==> config.mk <==
export PLATFORM = sky130hd
export DESIGN_NAME = fsk_nco_mod
export DESIGN_NICKNAME = d
export VERILOG_FILES = /design/src/rtl/fsk_nco_mod.sv
export SDC_FILE = /design/constraint.sdc
export NUM_CORES = 1
export LEC_CHECK = 0
export CORE_MARGIN = 2
export CORE_UTILIZATION = 42
export CTS_BUF_LIST = sky130_fd_sc_hd__clkbuf_16
export DETAILED_ROUTE_END_ITERATION = 12
export PLACE_DENSITY = 0.64
export SLEW_MARGIN = 0
export SYNTH_ARGS = -nofsm -noshare
export SYNTH_HDL_FRONTEND = slang
export SYNTH_SLANG_ARGS = --single-unit
==> constraint.sdc <==
create_clock -name clk -period 4.7 [get_ports clk]
set_clock_uncertainty 0.05 [all_clocks]
set_input_delay 0.705 -clock clk [delete_from_list [all_inputs] [get_ports clk]]
set_output_delay 0.705 -clock clk [all_outputs]
set_load 0.02 [all_outputs]
==> src/rtl/fsk_nco_mod.sv <==
// fsk_nco_mod: M-ary FSK modulator. A phase accumulator (NCO) steps by a
// programmable per-tone increment, and a quarter-wave sine table turns the
// phase into signed samples. Symbols arrive on a valid/ready handshake and
// back-to-back symbols switch tone with no bubble and no phase jump.
// Optional build macro: FSK_PHASE_RESET_EN. When defined, the phase clears to
// 0 on every symbol accept (coherent FSK). When undefined, the phase is
// continuous across symbols and idle time (CPFSK).
module fsk_nco_mod #(
  parameter int OUT_W    = 16,
  parameter int PHASE_W  = 24,
  parameter int LUT_AW   = 6,
  parameter int SYM_BITS = 1,
  parameter int SPS      = 64
) (
  input  logic                       clk,
  input  logic                       rst_n,
  input  logic                       sym_valid,
  input  logic [SYM_BITS-1:0]        sym_data,
  output logic                       sym_ready,
  input  logic                       tone_wr,
  input  logic [SYM_BITS-1:0]        tone_addr,
  input  logic [PHASE_W-1:0]         tone_inc,
  output logic signed [OUT_W-1:0]    out,
  output logic                       out_valid,
  output logic                       busy
);

  localparam int M     = 1 << SYM_BITS;
  localparam int Q     = 1 << (LUT_AW - 2);
  localparam int IDX_W = LUT_AW - 1;
  localparam int CNT_W = (SPS > 1) ? $clog2(SPS) : 1;
  localparam longint PI_Q30 = 64'sd3373259426;
  localparam logic signed [OUT_W-1:0] PEAK = {1'b0, {(OUT_W-1){1'b1}}};

`ifdef FSK_PHASE_RESET_EN
  localparam bit PHASE_CLR = 1'b1;
`else
  localparam bit PHASE_CLR = 1'b0;
`endif

  // Quarter-wave table built at elaboration with an integer Taylor series
  // (Q30 fixed point), entry k = round(PEAK * sin(2*pi*k / 2^LUT_AW)).
  function automatic logic [Q*OUT_W-1:0] build_qtab();
    logic [Q*OUT_W-1:0] tab;
    longint x, x2, term, acc, amp, v;
    tab = '0;
    amp = (64'sd1 <<< (OUT_W - 1)) - 64'sd1;
    for (int k = 0; k < Q; k++) begin
      x    = (PI_Q30 * 2 * longint'(k) + (64'sd1 <<< (LUT_AW - 1))) >>> LUT_AW;
      x2   = (x * x) >>> 30;
      term = x;
      acc  = x;
      for (int n = 1; n < 12; n++) begin
        term = -(((term * x2) >>> 30) / longint'((2 * n) * (2 * n + 1)));
        acc  = acc + term;
      end
      v = (acc * amp + (64'sd1 <<< 29)) >>> 30;
      tab[k*OUT_W +: OUT_W] = v[OUT_W-1:0];
    end
    return tab;
  endfunction

  localparam logic [Q*OUT_W-1:0] QTAB = build_qtab();

  typedef enum logic {IDLE, RUN} state_t;

  state_t                   state;
  logic [PHASE_W-1:0]       phase;
  logic [CNT_W-1:0]         cnt;
  logic [SYM_BITS-1:0]      cur_sym;
  logic [PHASE_W-1:0]       inc [M];
  logic signed [OUT_W-1:0]  tab_q;
  logic                     tab_valid;

  logic                     accept;
  logic                     last;
  logic [LUT_AW-1:0]        addr;
  logic [1:0]               quad;
  logic [LUT_AW-3:0]        qk;
  logic [IDX_W-1:0]         idx;
  logic signed [OUT_W-1:0]  mag;
  logic signed [OUT_W-1:0]  lut_val;

  assign accept = sym_valid && sym_ready;
  assign last   = (state == RUN) && (cnt == CNT_W'(SPS - 1));
  assign addr   = phase[PHASE_W-1 -: LUT_AW];
  assign quad   = addr[LUT_AW-1 -: 2];
  assign qk     = addr[LUT_AW-3:0];

  // Quarter-wave expansion: mirror the index on quadrants 1/3, negate on 2/3.
  // The mirrored index reaches Q only at the peak, which lies outside the table.
  always_comb begin
    // NOTE: every signal written here gets a value on every path so no latch is inferred.
    idx     = quad[0] ? (IDX_W'(Q) - {1'b0, qk}) : {1'b0, qk};
    mag     = idx[IDX_W-1] ? PEAK : QTAB[int'(idx[IDX_W-2:0]) * OUT_W +: OUT_W];
    lut_val = quad[1] ? -mag : mag;
  end

  // Tone frequency registers, written directly by the control port.
  always_ff @(posedge clk or negedge rst_n) begin
    if (!rst_n) begin
      // NOTE: these are a few plain flops rather than a RAM macro, so they carry reset values.
      for (int k = 0; k < M; k++) inc[k] <= PHASE_W'(k + 1) << (PHASE_W - LUT_AW);
    end else if (tone_wr) begin
      inc[tone_addr] <= tone_inc;
    end
  end

  // Symbol FSM with registered handshake/status outputs and the accumulator.
  always_ff @(posedge clk or negedge rst_n) begin
    if (!rst_n) begin
      state     <= IDLE;
      phase     <= '0;
      cnt       <= '0;
      cur_sym   <= '0;
      sym_ready <= 1'b1;
      busy      <= 1'b0;
    end else begin
      // NOTE: non-blocking assignments here; every flop samples pre-edge values, and a later <= to the same flop overrides an earlier one.
      case (state)
        IDLE: begin
          if (accept) begin
            state     <= RUN;
            cur_sym   <= sym_data;
            cnt       <= '0;
            busy      <= 1'b1;
            sym_ready <= 1'b0;
            if (PHASE_CLR) phase <= '0;
          end
        end
        RUN: begin
          phase <= phase + inc[cur_sym];
          if (last) begin
            cnt <= '0;
            if (accept) begin
              cur_sym   <= sym_data;
              sym_ready <= 1'b0;
              if (PHASE_CLR) phase <= '0;
            end else begin
              state     <= IDLE;
              busy      <= 1'b0;
              sym_ready <= 1'b1;
            end
          end else begin
            cnt       <= cnt + 1'b1;
            sym_ready <= (cnt == CNT_W'(SPS - 2));
          end
        end
        default: state <= IDLE;
      endcase
    end
  end

  // Output pipeline: table register then output register; zero when idle.
  always_ff @(posedge clk or negedge rst_n) begin
    if (!rst_n) begin
      tab_q     <= '0;
      tab_valid <= 1'b0;
      out       <= '0;
      out_valid <= 1'b0;
    end else begin
      tab_valid <= (state == RUN);
      tab_q     <= (state == RUN) ? lut_val : '0;
      out_valid <= tab_valid;
      out       <= tab_q;
    end
  end

endmodule

==> flow_summary.toml <==
[clock_tree]
clk_pin_slew_ns = 0.06
cts_hold_buf = 0
post_cts_buffers = 0
htreeDepth = 4
cts_max_path_buffers = 2
clk_root_buffer_cell = "clkbuf_16"
ctsResizeCount = 0
cts_made_buffers = 17
clk_latency_ns = 0.43
tritoncts = "yes"
clkSinkCount = 116

[layout]
n_antenna_cell = 0
utilization_pct = 50.8
multi_input_area_sq_um = 3550
layout.nets = 742
drive_above_1_share_pct = 19.2
n_fill_cell = 1399
ff_latch_area_sq_um = 2910
stdcell_area_sq_um = 7980
synthToLayoutAreaGrowth_pct = 19.5

[drt]
drc = 0
vias = 5011
wl_per_cell_microns = 16.5
final_antenna_net_count = 0
initialDrtViolationCount = 347
routed_wl_microns = 15000
viasPerCell = 5.51
drt_pass1_iterations = 5

[power_and_ir_drop]
power.total_mw = 6.66
sw_frac_of_total_pct = 42.2
leakage_nw = 3.42
p_int_mw = 3.85
switchingPower_mw = 2.81
power_frac_clock_pct = 20.5
ir_drop_mv = 0.428
power_density_nw_per_um2 = 834
p_comb_share_pct = 55.9
p_seq_share_pct = 23.6

[hold_path]
hold-path-endpoint = "out[1]"
hold_path_class = "reg -> reg"
worstHoldStart = "tab_q[1]"
hold_depth = 0

[logic_synthesis]
syn-num-nets = 695
syn-cell-area_sq_um = 6680
synth_cell_types = 67
synth_edf_count = 0
yosysTopAreaCell = "dfrtp_1"
synth_common_cells = "113 x dfrtp_1, 84 x mux2_2, 48 x nor2_1"
synth_ff_type = "dfrtp_1"
yosysSeqAreaShare_pct = 43.5
synth_top_area_share_pct = 42.4
async_reset_ff_share_pct = 100
synth_warnings = 0
netlist_instances = 633
syn-mean-instance-area_sq_um = 10.5
yosysMostFrequentCell = "dfrtp_1"
synthTopCellsByArea = "dfrtp_1 42%, mux2_2 14%, ha_1 5.8%"
ys_seq_elements = 116

[timing]
tightest_slew_ns = 1.20
max_freq_ghz = 0.234
drv_slew = 0
post-route-min-period_ns = 4.27
finalSetupViolCount = 0
slew_headroom_pct = 20.0
setup_tns_ns = 0
hold_viol = 0
period_share_pct = 90.8
rsz0062_at_grt = "false"
whs_ns = 0.294

[global_route]
grt_pass1_wl_microns = 25200
grt_pass1_vias = 5100
antenna_found_initial = 0
grt_start_max_net_pins = 73
grt_overflow_total = 0
track_usage_pct = 19.3

[flow_run]
drv_cap = 0

[place]
gp_congestion = 0.866
dp_hpwl_microns = 10500
io_buffer_count = 48
placed_area_sq_um = 7360

[setup_path]
cp.buffers_inverters = 3
crit_chain = "inv_1 -> ha_1 -> mux2i_1 -> inv_1 -> ha_1 -> inv_1 -> a211oi_1 -> nor3_1 -> nor2_1 -> ha_1 -> nand4_1 -> nor4_2 -> a41oi_1 -> a31o_1"
path_max_fanout = 12
rr_endpoint = "tab_q[12]"
r2r-start = "phase[18]"
crit_family = "adder cells"
r2r_cells = 14
end_kind = "flip-flop"
r2r_setup_slack_ns = 0.43
crit_arrival_ns = 4.54
cp-start-kind = "flip-flop"
worst-setup-path-type = "reg -> reg"
cpMaxStageDelayCell = "dfrtp_1"
cp.required_ns = 4.97
startpoint = "phase[18]"
cpPeakStageDelay_ns = 0.62

[floorplanning]
dieArea_sq_um = 16900
initial_core_util_pct = 42.5
num_rows = 46
fp.coreArea_sq_um = 15700
design.portCount = 49
die_w_microns = 130
die_h_microns = 130

[outcome]
status = "complete, no violations"
==> stage by stage <==
stage | cells | worst slack [ns]
floorplan | 633 | 1.26
global placement | 877 | 0.598
detailed placement | 877 | 0.449
CTS | 909 | 0.435
global route | 909 | 0.0165
finish | 909 | 0.432
==> worst reg2reg max path: stages (launching register included) <==
cell	delay, ns
dfrtp_1	0.62
inv_1	0.27
ha_1	0.40
mux2i_1	0.30
inv_1	0.16
ha_1	0.55
inv_1	0.17
a211oi_1	0.24
nor3_1	0.10
nor2_1	0.10
ha_1	0.19
nand4_1	0.12
nor4_2	0.40
a41oi_1	0.24
a31o_1	0.27
==> metal layers <==
metal  vias to the layer above  track usage (%)  part of all wire (%)
met5                         -                0                     0
met3                        31             4.88                   3.9
met4                         0             9.23                   2.8
met1                      2470             23.6                    43
met2                       116             31.9                    50
li1                       2394                -                     -
==> placed cells by master, fill, tap and decap left out, drive strengths merged, types with 4 or more instances in the layout <==
cell type and instances:
ha 31, o21a 7, buf 10, nand2b 6, a22oi 4, clkinv 10
clkdlybuf4s50 47, or3 4, xnor2 21, o211ai 5, mux2 84, a21o 10
dfrtp 113, nor2b 7, nor3 13, bufinv 5, nand3 14, clkbuf 17
a211oi 4, a21oi 36, and3 7, o21ai 35, nor2 48, mux2i 15
o221ai 5, o31ai 6, nand2 42, inv 22, xor2 11, nor4 4
==> flip-flops by register name, indices dropped and copies added, names as in the netlist <==
name	cells
out	16
out_valid	1
cur_sym	1
tab_valid	1
state	1
phase	24
busy	1
cnt	6
inc	48
tab_q	16
sym_ready	1
==> layout make-up <==
cell class	count	share of cell area, %
Multi-Input combinational cell	466	44.5
Sequential cell	116	36.4
Timing Repair Buffer	57	6.84
Clock buffer	17	5.33
Tap cell	216	3.39
Clock inverter	15	2.45
Inverter	22	1.03
==> cell families (layout without fill, tap and decap cells) <==
logic type | after synthesis | after routing | synth area share [%]
AO/OA/AOI/OAI | 144 | 144 | 14.7
XOR/XNOR | 32 | 32 | 4.42
adder cells (fa/ha/maj) | 32 | 32 | 6.11
buffers and inverters | 51 | 111 | 3.28
flip-flops | 116 | 116 | 43.5
multiplexers | 99 | 99 | 16.4
AND/OR/NAND/NOR | 159 | 159 | 11.5
==> power by group through the flow <==
stage,clock network (mW),registers [mW],logic (mW)
finish,1.36,1.57,3.72
global route,1.45,1.62,4.14
detailed placement,0,1.59,3.67
CTS,1.39,1.58,3.71
floorplan,0,1.57,2.82
global placement,0,1.57,3.65
==> how the worst max path moves through the flow <==
stage | cells after the start | slack (ns) | to
floorplan | 17 | 1.26 | tab_q[12]
global placement | 14 | 0.60 | tab_q[12]
detailed placement | 14 | 0.45 | tab_q[12]
CTS | 14 | 0.43 | tab_q[12]
global route | 14 | 0.02 | tab_q[12]
finish | 14 | 0.43 | tab_q[12]
(Power assumes the default switching activity.)
